<file path="src/rtl/hazard_scheduler.sv">
// Hazard and stall controller for the 5-stage pipeline.
// Keeps a shadow copy of the EXE/MEM destination info and produces the
// operand forwarding selects, the load-use bubble, the PC/IF-ID write
// enable, and a whole-pipeline freeze while data memory is busy.
// A memory access that stays busy too long parks the controller in FAULT
// until reset.
//
// Handshake: mem_ready is a level qualifier for the access held in MEM.
// The access completes on the first rising edge at which mem_ready is 1.
// While a MEM load/store sees mem_ready = 0, freeze holds every pipeline
// register, including the shadow copies kept here.
module hazard_scheduler #(
    parameter int MAX_WAIT = 16,
    parameter int CNT_W    = 5
) (
    input  logic       clk,
    input  logic       clrn,
    input  logic [4:0] id_rs,
    input  logic [4:0] id_rt,
    input  logic       id_use_rs,
    input  logic       id_use_rt,
    input  logic       id_wreg,
    input  logic       id_m2reg,
    input  logic       id_wmem,
    input  logic [4:0] id_rn,
    input  logic       mem_ready,
    output logic [1:0] fwd_a,
    output logic [1:0] fwd_b,
    output logic       stall,
    output logic       wpcir,
    output logic       freeze,
    output logic       mem_fault
);

    typedef enum logic [1:0] {
        ST_RUN   = 2'd0,
        ST_WAIT  = 2'd1,
        ST_FAULT = 2'd2
    } state_t;

    state_t           state;
    state_t           state_nx;
    logic [CNT_W-1:0] wait_cnt;
    logic [CNT_W-1:0] wait_cnt_nx;

    // Shadow copy of the EXE and MEM stage destination/control bits
    logic       ex_wreg;
    logic       ex_m2reg;
    logic       ex_wmem;
    logic [4:0] ex_rn;
    logic       mm_wreg;
    logic       mm_m2reg;
    logic       mm_wmem;
    logic [4:0] mm_rn;

    logic mem_busy;
    logic load_use;

    // The access in MEM is a load or store still waiting on memory
    assign mem_busy = (mm_m2reg | mm_wmem) & ~mem_ready;

    // A load in EXE feeds a register the ID instruction actually reads
    assign load_use = ex_wreg & ex_m2reg & (ex_rn != 5'd0) &
                      ((id_use_rs & (ex_rn == id_rs)) |
                       (id_use_rt & (ex_rn == id_rt)));

    // Freeze dominates: no bubble is injected while the pipeline is held
    assign stall = load_use & ~freeze;
    assign wpcir = ~stall & ~freeze;

    // Forwarding select for one source register; EXE ALU result wins over MEM
    function automatic logic [1:0] fwd_sel(
        input logic [4:0] src,
        input logic       e_wreg,
        input logic       e_m2reg,
        input logic [4:0] e_rn,
        input logic       m_wreg,
        input logic       m_m2reg,
        input logic [4:0] m_rn
    );
        logic [1:0] sel;
        sel = 2'd0;
        if (e_wreg && !e_m2reg && (e_rn != 5'd0) && (e_rn == src)) begin
            sel = 2'd1;
        end else if (m_wreg && (m_rn != 5'd0) && (m_rn == src)) begin
            sel = m_m2reg ? 2'd3 : 2'd2;
        end
        return sel;
    endfunction

    // Operand forwarding selects, valid every cycle regardless of stall/freeze
    always_comb begin
        fwd_a = fwd_sel(id_rs, ex_wreg, ex_m2reg, ex_rn, mm_wreg, mm_m2reg, mm_rn);
        fwd_b = fwd_sel(id_rt, ex_wreg, ex_m2reg, ex_rn, mm_wreg, mm_m2reg, mm_rn);
    end

    // Memory-wait FSM: next state, wait counter and freeze/fault outputs
    always_comb begin
        state_nx    = state;
        wait_cnt_nx = wait_cnt;
        freeze      = 1'b0;
        mem_fault   = 1'b0;
        case (state)
            ST_RUN: begin
                if (mem_busy) begin
                    freeze      = 1'b1;
                    state_nx    = ST_WAIT;
                    wait_cnt_nx = CNT_W'(1);
                end
            end
            ST_WAIT: begin
                if (!mem_busy) begin
                    state_nx    = ST_RUN;
                    wait_cnt_nx = '0;
                end else begin
                    freeze = 1'b1;
                    if (wait_cnt == CNT_W'(MAX_WAIT)) begin
                        state_nx = ST_FAULT;
                    end else begin
                        wait_cnt_nx = wait_cnt + CNT_W'(1);
                    end
                end
            end
            ST_FAULT: begin
                freeze    = 1'b1;
                mem_fault = 1'b1;
            end
            default: begin
                state_nx    = ST_RUN;
                wait_cnt_nx = '0;
            end
        endcase
    end

    // FSM state and wait counter registers
    always_ff @(posedge clk or negedge clrn) begin
        if (!clrn) begin
            state    <= ST_RUN;
            wait_cnt <= '0;
        end else begin
            state    <= state_nx;
            wait_cnt <= wait_cnt_nx;
        end
    end

    // Shadow pipeline: advance unless frozen; a stall turns EXE into a bubble
    always_ff @(posedge clk or negedge clrn) begin
        if (!clrn) begin
            ex_wreg  <= 1'b0;
            ex_m2reg <= 1'b0;
            ex_wmem  <= 1'b0;
            ex_rn    <= 5'd0;
            mm_wreg  <= 1'b0;
            mm_m2reg <= 1'b0;
            mm_wmem  <= 1'b0;
            mm_rn    <= 5'd0;
        end else if (!freeze) begin
            mm_wreg  <= ex_wreg;
            mm_m2reg <= ex_m2reg;
            mm_wmem  <= ex_wmem;
            mm_rn    <= ex_rn;
            if (stall) begin
                ex_wreg  <= 1'b0;
                ex_m2reg <= 1'b0;
                ex_wmem  <= 1'b0;
            end else begin
                ex_wreg  <= id_wreg;
                ex_m2reg <= id_m2reg;
                ex_wmem  <= id_wmem;
                ex_rn    <= id_rn;
            end
        end
    end

endmodule
</file>
<file path="config.mk">
export PLATFORM = sky130hd
export DESIGN_NAME = hazard_scheduler
export DESIGN_NICKNAME = d
export VERILOG_FILES = /design/src/rtl/hazard_scheduler.sv
export SDC_FILE = /design/constraint.sdc
export NUM_CORES = 1
export LEC_CHECK = 0
export CAP_MARGIN = 25
export CORE_MARGIN = 5
export CORE_UTILIZATION = 44
export CTS_CLUSTER_DIAMETER = 50
export DETAILED_ROUTE_END_ITERATION = 8
export PLACE_DENSITY = 0.74
export SETUP_SLACK_MARGIN = 0.02
export SLEW_MARGIN = 20
export SYNTH_ARGS = -nofsm -noshare
export SYNTH_HDL_FRONTEND = slang
export SYNTH_SLANG_ARGS = --single-unit
</file>
<file path="constraint.sdc">
create_clock -name clk -period 2.2 [get_ports clk]
set_clock_uncertainty 0.2 [all_clocks]
set_input_delay 0.33 -clock clk [delete_from_list [all_inputs] [get_ports clk]]
set_output_delay 0.33 -clock clk [all_outputs]
set_load 0.05 [all_outputs]
</file>
Yosys cells after proc, flatten, opt, wreduce, memory -nomap -nowiden:

Cells that the tools add are included.

* bits in registers: 23
* input bits: 23
* output and inout port bits: 8
* logic and storage cells: 69

* add/subtract/negate cells: 1
* equality and inequality tests: 10
* muxes and demuxes: 19
* bitwise operators: 14
* reduce and logical (&&, ||, !) cells: 15

Operators by type and width (number)
* $eq A5 B5 Y1: 4
* $mux W5: 3
* $pmux W5 S3: 1
* $mux W2: 7
* $reduce_bool A5 Y1: 2
* $and A1 B1 Y1: 8
* $logic_and A1 B1 Y1: 7
* $mux W1: 6
* $ne A3 B3 Y1 const B: 2
* $pmux W2 S3: 1
* $reduce_and A3 Y1: 2
* $add A5 B1 Y5 const B: 1
* $eq A5 B5 Y1 const B: 1
* $not A1 Y1: 4
* $eq A2 B1 Y1 const B: 1
* $eq A2 B2 Y1 const B: 1
* $logic_not A2 Y1: 1
* $ne A2 B2 Y1 const B: 1
* $or A1 B1 Y1: 2
* $pmux W1 S2: 1
* $reduce_and A2 Y1: 1
* $reduce_or A2 Y1: 1
* $logic_not A1 Y1: 1

Depth between registers and ports, before layout:

* depth after elaboration: 8
* gate-level depth with buffers: 8
* gate-level depth less buffers: 7

Worst setup path after synthesis:

No wires, ideal clock.

* kind: flip-flop to output port
* start point: register state[0]
* end point: output port freeze
* data arrival time: 1.911 ns
* data required time: 1.670 ns
* setup slack: -0.241 ns
* cell stages (with the launch flop): 7
* path buffers: 2
* cells stage by stage: dfrtp_1 > buf_2 > nand2b_1 > inv_1 > nor2_1 > inv_1 > clkbuf_1

* word-level cells in the longest chain between the ends: 3
* elaborated cells on any way between the ends: 5
* classes of those cells: eq/ne (2); mux (1); reduce/logical (2)

RTL lines
* from (decl): line 41 `state_t state;`
* from (signal assigned): line 141 `state <= state_nx;`
* $eq A2 B1 Y1 or $logic_not A2 Y1 (tied branches): line 103 `case (state)`
* $reduce_or A2 Y1 (no source line)
* $pmux W1 S2 *: line 103
* to (decl): line 31 `output logic freeze,`

Mark *: on every way between the ends. The rest lies on a longest branch, timed or not.

Worst setup path in the final report:

* start point: register ex_rn[2]
* end point: output port wpcir

* word-level cells in the longest chain between the ends: 7
* elaborated cells on any way between the ends: 11
* classes of those cells: eq/ne (2); bitwise (8); reduce/logical (1)

RTL lines
* from (decl): line 50 `logic [4:0] ex_rn;`
* from (signal assigned): line 170 `ex_rn <= id_rn;`
* $eq A5 B5 Y1 (on tied branches): line 64, 65
* $and A1 B1 Y1 (on tied branches): line 64, 65
* $or A1 B1 Y1: line 64 `((id_use_rs & (ex_rn == id_rs)) |`
* $and A1 B1 Y1 *: line 63 `assign load_use = ex_wreg & ex_m2reg & (ex_rn != 5'd0) &`
* $and A1 B1 Y1 *: line 68 `assign stall = load_use & ~freeze;`
* $not A1 Y1 (no source line) *
* $and A1 B1 Y1 *: line 69 `assign wpcir = ~stall & ~freeze;`
* to (decl): line 30 `output logic wpcir,`

Marks and branches as above.

==> key figures <==
GRT
  • Vias in the first global route: 1329
  • Largest net degree at the start of global routing: 24
  • First-pass GRT wire length: 5.93 mm
  • Total global-route track usage: a little under a fifth
  • Final global-route overflow total: 0
  • Initial antenna violation count: 0

Placed design
  • DPL Wire Length: 2.58 mm
  • Placer Congestion: 0.855
  • Pre-CTS setup slack: -0.414 ns
  • Port bufs: 30

Synth
  • Dominant cell type by area after synthesis: dfrtp_1
  • Syn Nets: roughly 160
  • Post-synthesis compound-gate area fraction: 9.88%
  • Post-synth top area share: 43.3%
  • Top post-synthesis cells by area: dfrtp_1 43%, xor2_1 9.9%, nand2_1 8.5%, xnor2_1 5.9%, mux2_4 5.6%
  • Post-synth EDFFs: 0
  • Largest family of logic cells by synthesized area: simple AND/OR/NAND/NOR gates
  • Mux cell area share after synthesis: 5.64%
  • Post-synthesis sequential area ratio: 43.3%
  • Async set-reset flop share out of synthesis: 100%
  • Top FF cell, synth: dfrtp_1
  • Adder-cell share of the synthesized area: 1.88%
  • Flip-flop and latch count after synthesis: 23
  • Simple-gate share of the synthesized area: 21.2%
  • Post-synth top cells: 30 x nand2_1, 23 x dfrtp_1, 15 x xor2_1
  • Yosys warns: 0
  • Xor-xnor portion of the synthesized cell area: 15.8%
  • Mapped Area: 1330 um^2
  • Post-synthesis cell count: 139
  • Count leader, synth: nand2_1
  • Cell variety after synth: 34
  • Syn_area_per_cell: between 9 and 10 um^2

Detailed routing
  • Vias: 1242
  • Routed Wire Length: ~3.8 mm
  • DR iter-0 viols: 27
  • DRC violation count after routing: 0
  • Antenna viol nets, final: 0
  • Initial DRT Pass Iterations: 4
  • Drt wl/cell: roughly 16 um
  • Drt via density: between 5 and 6

Clock tree
  • Clock buffer depth: 2
  • Worst-path clk slew: approximately 0.14 ns
  • Clock latency on the worst-skew pair: 0.32 ns
  • Clk sinks: 23
  • CTS tree: built
  • CTS Buf Count: 3
  • Root Buffer: clkbuf_4
  • H-tree lvl count: 1

Floorplanning
  • Chip Height: 65.0 um
  • Starting density of the core: between 40 and 50%
  • IO Count: 31
  • Core Region: 2980 um^2
  • Die X: about 65 um
  • Num rows: 20
  • Die area: 4220 um^2

Run status
  • Failing checks: negative setup slack
  • Status: finished, violations left

STA
  • Final setup viols: 11
  • Final worst setup slack: -0.410 ns
  • Fin crit period: approximately 2.6 ns
  • Final Hold Fails: 0
  • Worst slew margin: 74.8%
  • Final Hold Slack: 0.161 ns
  • Period utilisation layout: 119%
  • FMAX: 383 MHz
  • Slew Limit Fails: 0
  • RSZ-0062 raised after global routing: true
  • Worst slew pin tran: 0.373 ns

Final layout
  • Final #Nets: 232
  • Util after Layout: between 70% and 80%
  • Layout cells sized above 1: 36.4%
  • Ant diodes: 0
  • Area growth syn-to-layout: 59.5%

Power
  • Sw Pwr: ~210 uW
  • PD cells: between 300 and 400 nW/um^2
  • Sw Ratio: 25.9%
  • Peak VDD IR: about 0.27 mV
  • Total chip power: around 800 uW
  • P_leak: approximately 0.0010 uW
  • Clock power frac: 26.0%
  • Pint: 589 uW
  • Combinational Power Share: 18.2%
  • Sequential Power Share: about 56%

Setup path
  • R2r startpoint: ex_rn[2]
  • R2R Setup Slk: -0.24 ns
  • Crit path DAT: 2.08 ns
  • CP endpoint: wpcir
  • Reg2reg path depth: 8
  • CP Capture Type: output port
  • Worst setup startpoint: ex_rn[2]
  • Worst-path maximum fanout: 4
  • Crit Reg-Reg Endpoint: ex_rn[1]
  • CP Class: flip-flop to output port
  • Worst EP required: 1.67 ns
  • Critical Path Start Type: flip-flop

Worst hold path
  • Worst Hold Class: input pin to asynchronous set/reset pin

Run
  • Total of max-cap violations: 0
[worst min-delay path by stage]
stage / slack [ns] / endpoint / from / depth (start not counted)
3_3_place_gp: 0.25 / mm_wmem / ex_wmem / 2
3_5_place_dp: 0.26 / mm_wmem / ex_wmem / 2
5_1_grt: 0.18 / ex_rn[4] / clrn / 2
6_report: 0.16 / ex_rn[4] / clrn / 2
2_1_floorplan: -0.17 / ex_m2reg / clrn / 0
4_1_cts: 0.17 / ex_rn[4] / clrn / 2
[through the flow]
step                      TNS, ns  instances  cell area, um^2
after global routing        -4.27        239             2120
after floorplan            -0.532        139             1340
final                       -3.52        239             2120
after detailed placement    -4.18        225             1910
after CTS                   -2.19        235             2030
after global placement      -3.77        225             1910
[cell type report]
cell class              instances  area [um^2]
repair buffers                 66          641
flip-flops and latches         23          579
fillers                       199          856
well taps                      33         41.3
clock buffers                   4         26.3
inverters                       5         18.8
multi-input cells             108          816
[layout by cell type (no fill, tap or decap), types with 3 or more instances in the layout]
master,n
xnor2_1,9
clkbuf_4,3
inv_1,5
buf_4,34
nand2_1,29
mux2_4,5
clkdlybuf4s50_1,22
dfrtp_1,20
o21ai_0,3
nor2_1,6
dfrtp_2,3
buf_6,4
xor2_1,15
nor4_2,4
buf_12,6
[metal layers]
layer | GRT usage, % | vias to the layer above | share of wire, %
li1 | - | 607 | -
met2 | 32.2 | 25 | 53
met4 | 8.18 | 0 | 1.3
met1 | 21.0 | 606 | 42
met3 | 3.47 | 4 | 3.5
met5 | 0 | - | 0
[worst max-delay path, stage by stage (launching register included)]
cell     delay, ns
dfrtp_2       0.47
or4_4         0.58
o21ai_4       0.19
buf_4         0.14
nor2_4        0.04
a21oi_4       0.18
buf_12        0.16
[timing repair]
item | CTS | global route
buffers inserted | 6 | 4
resized for setup | 14 | 12
cloned | 0 | 0
pin swaps | 4 | 3
setup endpoints to repair | 12 | 12
hold endpoints to repair | 0 | 0
hold buffers | 0 | 0
[power groups by stage]
stage                     Clock (uW)  Combinational (uW)  Sequential, uW
after floorplan                    0                40.8             448
after global placement             0                 118             450
after detailed placement           0                 121             451
after CTS                        206                 135             442
after global routing             231                 156             445
final                            207                 145             443
[registers in the layout, summed over array words and instances (netlist names)]
name	flops
ex_m2reg	1
ex_rn	5
ex_wmem	1
ex_wreg	1
mm_m2reg	1
mm_rn	5
mm_wmem	1
mm_wreg	1
state	2
wait_cnt	5
[cell families after synthesis]
family,Yosys count
mux,5
fa+ha+maj,2
xor+xnor,24
buf+inv,8
flops,23
compound gates,18
simple gates,59
No activity file was read; power rests on OpenSTA's default activity.
